## config.mk

```make
export PLATFORM = sky130hd
export DESIGN_NAME = univ_shift_reg
export DESIGN_NICKNAME = d
export VERILOG_FILES = /design/src/rtl/usr_pkg.sv /design/src/rtl/usr_step.sv /design/src/rtl/univ_shift_reg.sv
export SDC_FILE = /design/constraint.sdc
export NUM_CORES = 1
export LEC_CHECK = 0
export ABC_AREA = 0
export CAP_MARGIN = 20
export CORE_UTILIZATION = 35
export DETAILED_ROUTE_END_ITERATION = 10
export RECOVER_POWER = 50
export SLEW_MARGIN = 20
export SYNTH_ARGS = -nofsm -noshare
export SYNTH_HDL_FRONTEND = slang
export SYNTH_SLANG_ARGS = --single-unit
```

## constraint.sdc

```tcl
create_clock -name Clk -period 1.5 [get_ports Clk]
set_input_delay 0.3 -clock Clk [delete_from_list [all_inputs] [get_ports Clk]]
set_output_delay 0.3 -clock Clk [all_outputs]
set_load 0.02 [all_outputs]
```

## src/rtl/usr_pkg.sv

```systemverilog
// Shared types for the universal shift register: operation codes and controller states.
package usr_pkg;

  typedef enum logic [2:0] {
    MODE_HOLD = 3'd0,
    MODE_SHL  = 3'd1,
    MODE_SHR  = 3'd2,
    MODE_LOAD = 3'd3,
    MODE_ROTL = 3'd4,
    MODE_ROTR = 3'd5
  } mode_e;

  typedef enum logic [1:0] {
    ST_IDLE = 2'd0,
    ST_RUN  = 2'd1,
    ST_FIN  = 2'd2
  } state_e;

  // Only the four movement modes make a multi-step burst meaningful.
  function automatic logic is_shift(input logic [2:0] m);
    return (m == MODE_SHL) || (m == MODE_SHR) || (m == MODE_ROTL) || (m == MODE_ROTR);
  endfunction

endpackage

```

## src/rtl/usr_step.sv

```systemverilog
// One-step next-state function of the shift register; shared by single-step and burst paths.
module usr_step
  import usr_pkg::*;
#(
  parameter int WIDTH = 4
) (
  input  logic [2:0]       mode,
  input  logic [WIDTH-1:0] q,
  input  logic [WIDTH-1:0] d,
  input  logic             sin_l,
  input  logic             sin_r,
  output logic [WIDTH-1:0] q_nxt
);

  always_comb begin
    q_nxt = q;
    case (mode)
      MODE_SHL:  q_nxt = {q[WIDTH-2:0], sin_l};
      MODE_SHR:  q_nxt = {sin_r, q[WIDTH-1:1]};
      MODE_LOAD: q_nxt = d;
      MODE_ROTL: q_nxt = {q[WIDTH-2:0], q[WIDTH-1]};
      MODE_ROTR: q_nxt = {q[0], q[WIDTH-1:1]};
      default:   q_nxt = q;  // HOLD and the unused codes 6/7
    endcase
  end

endmodule

```

## src/rtl/univ_shift_reg.sv

```systemverilog
// Universal shift register with single-step operation in IDLE and a counted burst mode.
//   state | meaning
//   IDLE  | apply Mode every edge, or latch Mode/Count when Start is high
//   RUN   | apply latched mode once per edge, counting down the remaining steps
//   FIN   | one-cycle Done pulse, Q held, then back to IDLE
module univ_shift_reg
  import usr_pkg::*;
#(
  parameter int WIDTH = 4,
  parameter int CNT_W = 4
) (
  input  logic             Clk,
  input  logic             Rst_n,
  input  logic [2:0]       Mode,
  input  logic [WIDTH-1:0] D,
  input  logic             Sin_L,
  input  logic             Sin_R,
  input  logic             Start,
  input  logic [CNT_W-1:0] Count,
  output logic [WIDTH-1:0] Q,
  output logic             Sout_L,
  output logic             Sout_R,
  output logic             Busy,
  output logic             Done
);

  state_e             state, state_nxt;
  logic [2:0]         mode_l, mode_l_nxt;
  logic [CNT_W-1:0]   cnt, cnt_nxt;
  logic [WIDTH-1:0]   q_r, q_nxt;
  logic [2:0]         step_mode;
  logic [WIDTH-1:0]   step_q;

  assign step_mode = (state == ST_RUN) ? mode_l : Mode;

  usr_step #(.WIDTH(WIDTH)) u_step (
    .mode  (step_mode),
    .q     (q_r),
    .d     (D),
    .sin_l (Sin_L),
    .sin_r (Sin_R),
    .q_nxt (step_q)
  );

  always_ff @(posedge Clk or negedge Rst_n) begin
    if (!Rst_n) begin
      state  <= ST_IDLE;
      mode_l <= MODE_HOLD;
      cnt    <= '0;
      q_r    <= '0;
    end else begin
      state  <= state_nxt;
      mode_l <= mode_l_nxt;
      cnt    <= cnt_nxt;
      q_r    <= q_nxt;
    end
  end

  always_comb begin
    state_nxt  = state;
    mode_l_nxt = mode_l;
    cnt_nxt    = cnt;
    q_nxt      = q_r;
    case (state)
      ST_IDLE: begin
        if (Start) begin
          mode_l_nxt = Mode;
          cnt_nxt    = Count;
          state_nxt  = ((Count != '0) && is_shift(Mode)) ? ST_RUN : ST_FIN;
        end else begin
          q_nxt = step_q;
        end
      end
      ST_RUN: begin
        q_nxt   = step_q;
        cnt_nxt = cnt - CNT_W'(1);
        // Terminal count is 1, so the counter never decrements through zero.
        if (cnt == CNT_W'(1)) state_nxt = ST_FIN;
      end
      ST_FIN:  state_nxt = ST_IDLE;
      default: state_nxt = ST_IDLE;
    endcase
  end

  assign Q      = q_r;
  assign Sout_L = q_r[WIDTH-1];
  assign Sout_R = q_r[0];
  assign Busy   = (state != ST_IDLE);
  assign Done   = (state == ST_FIN);

endmodule

```

After elaboration in Yosys (flattened, before gate mapping)
Cells that the tools add are included.
- flip-flop bits (word level): 13
- bits of input ports: 16
- output and inout port bits: 8
- word-level logic and storage cells: 42
- add/subtract/negate cells: 1
- equal/unequal tests: 15
- mux-type cells: 10
- reduce and logical (&&, ||, !) cells: 12
- operators with widths (operator ; count):
    case mux 4 bit (5 select lines) ; 1
    case mux 4 bit (2 select lines) ; 2
    equality test 3 bit, second input constant ; 4
    equality test 3 x 2 -> 1 bit, second input constant ; 3
    two-way mux 4 bit ; 2
    AND reduction 2 bit ; 4
    equality test 3 x 1 -> 1 bit, second input constant ; 2
    two-way mux 2 bit ; 3
    equality test 4 x 1 -> 1 bit, second input constant ; 1
    != test 2 bit, second input constant ; 2
    case mux 2 bit (2 select lines) ; 1
    nonzero test 2 bit ; 2
    nonzero test 4 bit ; 1
    subtractor 4 x 1 -> 4 bit, second input constant ; 1
    logical OR 1 bit ; 3
    two-way mux 3 bit ; 1
    equality test 2 x 1 -> 1 bit, second input constant ; 1
    equality test 2 bit, second input constant ; 1
    zero test 2 bit ; 1
    != test 2 x 1 -> 1 bit, second input constant ; 1
    logical AND 1 bit ; 1

Longest topological paths before layout
Gate-level depths: netlist (run 1).
- depth in word-level cells: 8
- mapped depth: 6
- gate-level depth less buffers: 6

By module
A second synthesis (run 1) with hierarchy kept.
- cell total of the unflattened synthesis: 122
- area, all modules: 1034.7 µm²
- modules (own cells, without submodules) (module ; instances ; cells each ; area each (µm²) ; seq. area each (µm²)):
    univ_shift_reg ; 1 ; 80 ; 732.0 ; 325.3
    usr_step ; 1 ; 42 ; 302.8 ; 0.0

Worst setup path after synthesis (run 1)
Ideal clock, no wire load.
- kind: reg2reg
- start point: register state[0]
- end point: register q_r[3] (netlist: Q[3])
- library setup time: 139 ps
- arrival time: 1351 ps
- data required time: 1361 ps
- slack: 11 ps
- stages on the path, launching flop included: 6
- buffers on the path: 0
- period minus slack after synthesis: 1489 ps
- cell sequence: dfrtp_1 nand2b_2 mux2i_4 or3b_1 o221ai_1 a31oi_1
- cells in the longest elaborated chain, start to end: 6
- elaborated cells between the ends (all ways): 14
- classes of those cells: eq/ne: 7; mux: 4; reduce/logical: 3
- ends and longest elaborated chain (what ; line ; text):
    start, declared ; univ_shift_reg.sv:27 ; state_e state, state_nxt;
    start signal, assigned ; univ_shift_reg.sv:52 ; state <= state_nxt;
    equality test 2 x 1 -> 1 bit ; univ_shift_reg.sv:34, univ_shift_reg.sv:64 ;
    two-way mux 3 bit ; univ_shift_reg.sv:34 ; assign step_mode = (state == ST_RUN) ? mode_l : Mode;
    equality test 3 bit (tied with other cells) ; usr_step.sv:17 ; case (mode)
    case mux 4 bit (5 select lines) ; usr_step.sv:17 ;
    two-way mux 4 bit ; univ_shift_reg.sv:66 ; if (Start) begin
    case mux 4 bit (2 select lines) ; univ_shift_reg.sv:64 ; case (state)
    end signal, assigned ; univ_shift_reg.sv:55 ; q_r <= q_nxt;
    end, declared ; univ_shift_reg.sv:30 ; logic [WIDTH-1:0] q_r, q_nxt;
Several ways; a longest one is shown, not always the timed one. The select of a mux whose other input is x is not followed.
A chain may end at the register's enable or synchronous reset.

Worst setup path in the final report (run 1)
- start point: register state[1]
- end point: output Busy
- cells in the longest elaborated chain, start to end: 1
- ends and longest elaborated chain (what ; line ; text):
    nonzero test 2 bit ; univ_shift_reg.sv:88 ; assign Busy = (state != ST_IDLE);
    end, declared ; univ_shift_reg.sv:23 ; output logic Busy,
Every way passes these cells.

==> run_results.csv, run 1 <==
group,metric,value,unit
worst_setup_path,critical_path_top_delay_cell,"dfrtp_2",
floorplanning,num_ports,24,
global_route,global_route.overflow_total,0,
sta,hold_slack,0.537,ns
synth,synth-warning-count,0,
synth,synth_seq_area_share,0.373,
synth,synth.distinct_cells,40,
synth,netlist_instances,96,
sta,fin_skew,0.0110,ns
synth,fraction_of_registers_with_async_set_or_reset_after_synthesis,1.00,
floorplanning,rows,17,
floorplanning,die-width,51.9,um
final_layout,nets,162,
pwr,irDropWorstVdd,1240,uV
place,numPortBuffers,23,
synth,synth_top_area_cell,"dfrtp_1",
pwr,power_density,1930,nW/um2
final_layout,area_delta_synth_final,62.3,%
final_layout,postLayoutCellArea,1420,um2
detailed_routing,detail_route.vias_per_cell,5.21,
outcome,status,"complete, but fails checks",
floorplanning,core_area,2280,um2
clock_network,insertion_delay,0.28,ns
place,dp.final_hpwl,1680,um
synth,synthFlopType,"dfrtp_1",
sta,tightestPinTransition,0.763,ns
detailed_routing,antenna_violating_nets_post_route,0,
worst_setup_path,cp_data_required_time,1.20,ns
sta,max_clock_freq,604,MHz
worst_setup_path,crit_fanout,5,
floorplanning,dieArea,2700,um2
detailed_routing,drt_first_iter_violations,12,
clock_network,cts.sinks,13,
sta,slew_headroom,0.491,
synth,mappedNetlistNets,114,
clock_network,cts_inserted_buffers,3,
pwr,power.leakage,0.602,nW
detailed_routing,routed_wirelength,2450,um
sta,final_period_minus_worst_setup_slack,1.65,ns
clock_network,cts_tree,"done",
synth,synth_edf_count,0,
global_route,grt_first_pass_wirelength,3670,um
synth,cell_types_with_the_highest_counts_after_synthesis,"13 x dfrtp_1, 13 x nor2_1, 7 x a31oi_1",
sta,hold_violations,0,
detailed_routing,total_via_count_after_detailed_routing,891,
sta,timing.final.crit_share,1.10,
detailed_routing,firstDrtPassIters,4,
place,dpl_cell_area,1230,um2
synth,avgSynthCellArea,9.08,um2
worst_setup_path,criticalPathCategory,"reg2out",
place,gp_congestion,0.819,
global_route,gr-usage-all-layers,0.189,
pwr,power.total,2.73,mW
clock_network,htree_num_levels,1,
synth,synth_top_area_share,0.373,
worst_setup_path,path_cells,"buf_4 > buf_6 > or2_4 > buf_6",
sta,timing.final.max_slew_violations,0,
worst_setup_path,timing.critical_path.arrival,1.35,ns
clock_network,cts_hold_buffers,0,
sta,finalSetupViolCount,6,
floorplanning,chipHeight,51.9,um
global_route,grt_start_max_net_pins,14,
final_layout,layout-drive-gt1-share,0.357,
final_layout,antenna_cells_inserted,0,
synth,synth.cell_area,872,um2
clock_network,clk_root_buf,"clkbuf_4",
clock_network,worst_setup_hold_path_clk_slew,0.08,ns
sta,rsz0062_at_grt,"yes",
detailed_routing,post_drt_wl_per_cell,14.3,um
worst_setup_path,worst_setup_path_start_kind,"flip-flop",
worst_setup_path,crit_path_end_kind,"output pin",
job,timing.max_cap.violations,0,
clock_network,clk_path_buf_depth,2,
detailed_routing,post-route-drc-count,0,
worst_setup_path,crit_path_frequent_cell,"buf_6",
min_path,worstHoldPathType,"reg2reg",
worst_setup_path,slowest_delay,0.46,ns
synth,postSynthRegisterBits,13,
sta,final_worst_setup_slack,-0.155,ns
final_layout,final_core_utilization,0.622,
synth,synth_top_cells_by_area,"dfrtp_1 37%, nor2_1 5.6%, a31oi_1 5.0%",
floorplanning,initial_utilization,0.383,
outcome,violated_checks,"setup timing",
global_route,initial_antenna_violation_count,0,
global_route,via_count_of_the_first_global_routing_pass,833,
-- worst max-delay path: cells and delay by family (launching register included) --
kind / cells / cell delay (ns)
flops: 1 / 0.46
simple gates: 1 / 0.24
buf+inv: 3 / 0.39
-- power breakdown --
part / internal (mW) / total (mW) / switching (mW)
sequential: 0.527 / 0.730 / 0.203
combinational: 0.954 / 1.79 / 0.833
clock: 0.103 / 0.216 / 0.113
total: 1.58 / 2.73 / 1.15
-- routing by layer --
layer | track usage | wire (um)
met1 | 0.243 | 1040
met2 | 0.314 | 1280
met3 | 0.0526 | 106
met4 | 0.0405 | 17
met5 | 0 | 0
-- worst paths after layout --
check | slack, ns | end | cells past startpoint | startpoint
worst min-delay path | 0.54 | cnt[3] | 2 | cnt[3]
max in group asynchronous | 0.38 | state[1] | 2 | Rst_n
worst min register to register | 0.54 | cnt[3] | 2 | cnt[3]
min in group asynchronous | 0.60 | Q[2] | 2 | Rst_n
worst max-delay path | -0.15 | Busy | 4 | state[1]
worst max register to register | -0.14 | Q[2] | 7 | state[1]
-- registers in the layout (all words and copies together), names as in the netlist --
name	cells
cnt	4
mode_l	3
Q	4
state	2
-- stage by stage --
| stage | setup slack (ns) | setup TNS (ns) | instances |
|---|---|---|---|
| finish | -0.155 | -0.696 | 171 |
| global route | -0.242 | -1.26 | 171 |
| CTS | -0.125 | -0.415 | 167 |
| detailed placement | -0.335 | -2.65 | 158 |
| global placement | -0.313 | -2.45 | 158 |
| floorplan | 0.0106 | 0 | 96 |
-- timing repair --
action                                  in CTS  in global routing
endpoints found under the setup margin      14                  9
endpoints found under the hold margin        0                  0
pin swaps                                   10                  3
buffers inserted                             6                  4
gates resized for setup                     32                 10
-- final cells by class --
| type | instances | area (um2) |
|---|---|---|
| multi-input cells | 73 | 587 |
| repair buffers | 47 | 417 |
| clock buffers | 4 | 26.3 |
| inverters | 6 | 22.5 |
| fillers | 199 | 861 |
| flip-flops and latches | 13 | 328 |
| well taps | 28 | 35.0 |
-- cells in the final DEF, fill, tap and decap left out, types with 2 or more instances in the layout --
cell / synthesis / routed
buf_4: 2 / 17
clkdlybuf4s50_1: 0 / 13
dfrtp_1: 13 / 11
nor2_1: 13 / 9
dlygate4sd2_1: 0 / 7
buf_6: 0 / 7
inv_1: 6 / 6
a31oi_1: 7 / 6
a21oi_1: 5 / 5
nand2_1: 6 / 5
o21ai_0: 4 / 4
mux2_2: 3 / 3
or3_1: 3 / 3
nor2_2: 0 / 3
clkbuf_4: 0 / 3
nand2b_4: 0 / 2
nor3b_1: 2 / 2
ha_1: 2 / 2
clkbuf_1: 1 / 2
dfrtp_2: 0 / 2
-- kinds of logic (layout without fill, tap and decap cells) --
kind of cell	count (synthesis)	after routing	synth area share
muxes	5	5	0.0760
AOI/OAI and AO/OA	28	28	0.230
buffers and inverters	10	57	0.0531
adders and majority gates	2	2	0.0287
DFF	13	13	0.373
and+or+nand+nor	38	38	0.240
Power figures use the tool's default switching activity.
==> run 2: changes to the inputs <==
- CORE_MARGIN: default -> 2
==> run 2 against run 1 <==
Via count is 2.4% higher. Combinational power is 3% higher. Die area is 7.9% higher. Largest cell class unchanged. First-iteration DRC count is 58% lower. Global-route usage is 1.6 points higher. Maximum frequency is 4.8% higher. Core utilization is 2.2 points lower. Clock skew is 0.0065 ns lower. Sequential power hardly changed. Sequential share of layout area is 0.50 points lower. The flow still finishes with violations (setup timing).
==> run_results.csv, run 2 (synthesis gave the netlist of run 1 again) <==
group,metric,value,unit
global_route,grt_start_max_net_pins,14,
job,timing.max_cap.violations,0,
outcome,violated_checks,"setup timing",
global_route,gr-usage-all-layers,0.205,
clock_network,worst_setup_hold_path_clk_slew,0.09,ns
sta,timing.final.max_slew_violations,0,
final_layout,layout-drive-gt1-share,0.369,
clock_network,insertion_delay,0.29,ns
final_layout,area_delta_synth_final,65.9,%
global_route,initial_antenna_violation_count,0,
pwr,power_density,1940,nW/um2
detailed_routing,firstDrtPassIters,4,
floorplanning,dieArea,2910,um2
place,dp.final_hpwl,1690,um
sta,timing.final.crit_share,1.05,
global_route,global_route.overflow_total,0,
global_route,via_count_of_the_first_global_routing_pass,918,
clock_network,cts.sinks,13,
min_path,worstHoldPathType,"in2reg",
final_layout,postLayoutCellArea,1450,um2
detailed_routing,post_drt_wl_per_cell,14.7,um
worst_setup_path,timing.critical_path.arrival,1.76,ns
sta,finalSetupViolCount,5,
detailed_routing,routed_wirelength,2520,um
pwr,irDropWorstVdd,1040,uV
worst_setup_path,worst_setup_path_start_kind,"flip-flop",
place,numPortBuffers,23,
worst_setup_path,crit_fanout,6,
pwr,power.leakage,0.602,nW
sta,rsz0062_at_grt,"yes",
clock_network,cts_inserted_buffers,3,
sta,fin_skew,0.00451,ns
worst_setup_path,criticalPathCategory,"reg2reg",
worst_setup_path,crit_path_end_kind,"flip-flop",
sta,slew_headroom,0.517,
detailed_routing,post-route-drc-count,0,
floorplanning,num_ports,24,
outcome,status,"complete, but fails checks",
detailed_routing,total_via_count_after_detailed_routing,912,
final_layout,nets,160,
place,dp_worst_setup_slack,-0.440,ns
worst_setup_path,cp_data_required_time,1.68,ns
final_layout,fillerInstances,217,
detailed_routing,drt_first_iter_violations,5,
clock_network,cts_tree,"done",
sta,final_worst_setup_slack,-0.0789,ns
place,gp_congestion,0.732,
detailed_routing,detail_route.vias_per_cell,5.33,
sta,tightestPinTransition,0.725,ns
sta,final_period_minus_worst_setup_slack,1.58,ns
final_layout,antenna_cells_inserted,0,
floorplanning,initial_utilization,0.362,
floorplanning,chipHeight,53.9,um
global_route,grt_first_pass_wirelength,4080,um
final_layout,mostFrequentLayoutCell,"buf_4",
clock_network,clk_path_buf_depth,2,
floorplanning,rows,18,
final_layout,most-common-layout-cells,"16 x buf_4, 12 x clkdlybuf4s50_1, 11 x dfrtp_1",
sta,max_clock_freq,633,MHz
detailed_routing,antenna_violating_nets_post_route,0,
sta,hold_violations,0,
floorplanning,core_area,2410,um2
place,dpl_cell_area,1210,um2
clock_network,clk_root_buf,"clkbuf_4",
floorplanning,die-width,53.9,um
clock_network,htree_num_levels,1,
run 2: per-layer routing:
metal	wire [um]	global-route usage
met5	0	0
met4	106	0.137
met2	1270	0.346
met1	1010	0.231
met3	139	0.0417
run 2: worst max-delay path: stages (launching register included):
cell and delay (ns):
dfrtp_2 0.47, nand2b_4 0.12, mux2i_4 0.32, or3b_1 0.39
o221ai_2 0.07, a31oi_1 0.09
run 2: report_power, final:
| part | leakage, nW | total (mW) | switching (mW) | internal (mW) |
|---|---|---|---|---|
| combinational | 0.438 | 1.85 | 0.874 | 0.975 |
| clock | 0.0150 | 0.235 | 0.131 | 0.104 |
| sequential | 0.149 | 0.729 | 0.201 | 0.527 |
run 2: final timing paths:
check                                 end  cells after the start  slack [ns]  startpoint
worst min-delay path            mode_l[1]                      2        0.52     Mode[1]
min in group asynchronous            Q[3]                      2        0.57       Rst_n
worst max-delay path                 Q[3]                      5       -0.08    state[0]
max in group asynchronous       mode_l[1]                      2        0.43       Rst_n
worst min register to register     cnt[3]                      2        0.54      cnt[3]
worst max register to register       Q[3]                      5       -0.08    state[0]
run 2: repair_timing:
item / 4_1_cts / 5_1_grt
hold buffers: 0 / 0
resized for setup: 38 / 14
pin swaps: 10 / 4
setup endpoints to repair: 15 / 11
setup buffers: 9 / 1
run 2: per-stage QoR:
stage               power, mW  cells  TNS (ns)  hold WS, ns  utilization
floorplan                1.58     96         0      0.00441            -
global placement         2.10    157     -2.70        0.508        0.501
detailed placement       2.12    157     -2.67        0.527        0.501
CTS                      2.66    170    -0.599        0.322        0.578
global route             3.01    171    -0.692        0.554        0.600
finish                   2.81    171    -0.337        0.523        0.600
run 2: area by class of cell:
cell class                 instances  area [um2]  share of cell area
multi-input combinational         73         629               0.435
timing repair buffer              45         403               0.279
sequential                        13         328               0.227
tap                               30        37.5              0.0260
clock buffer                       4        26.3              0.0182
inverter                           6        22.5              0.0156
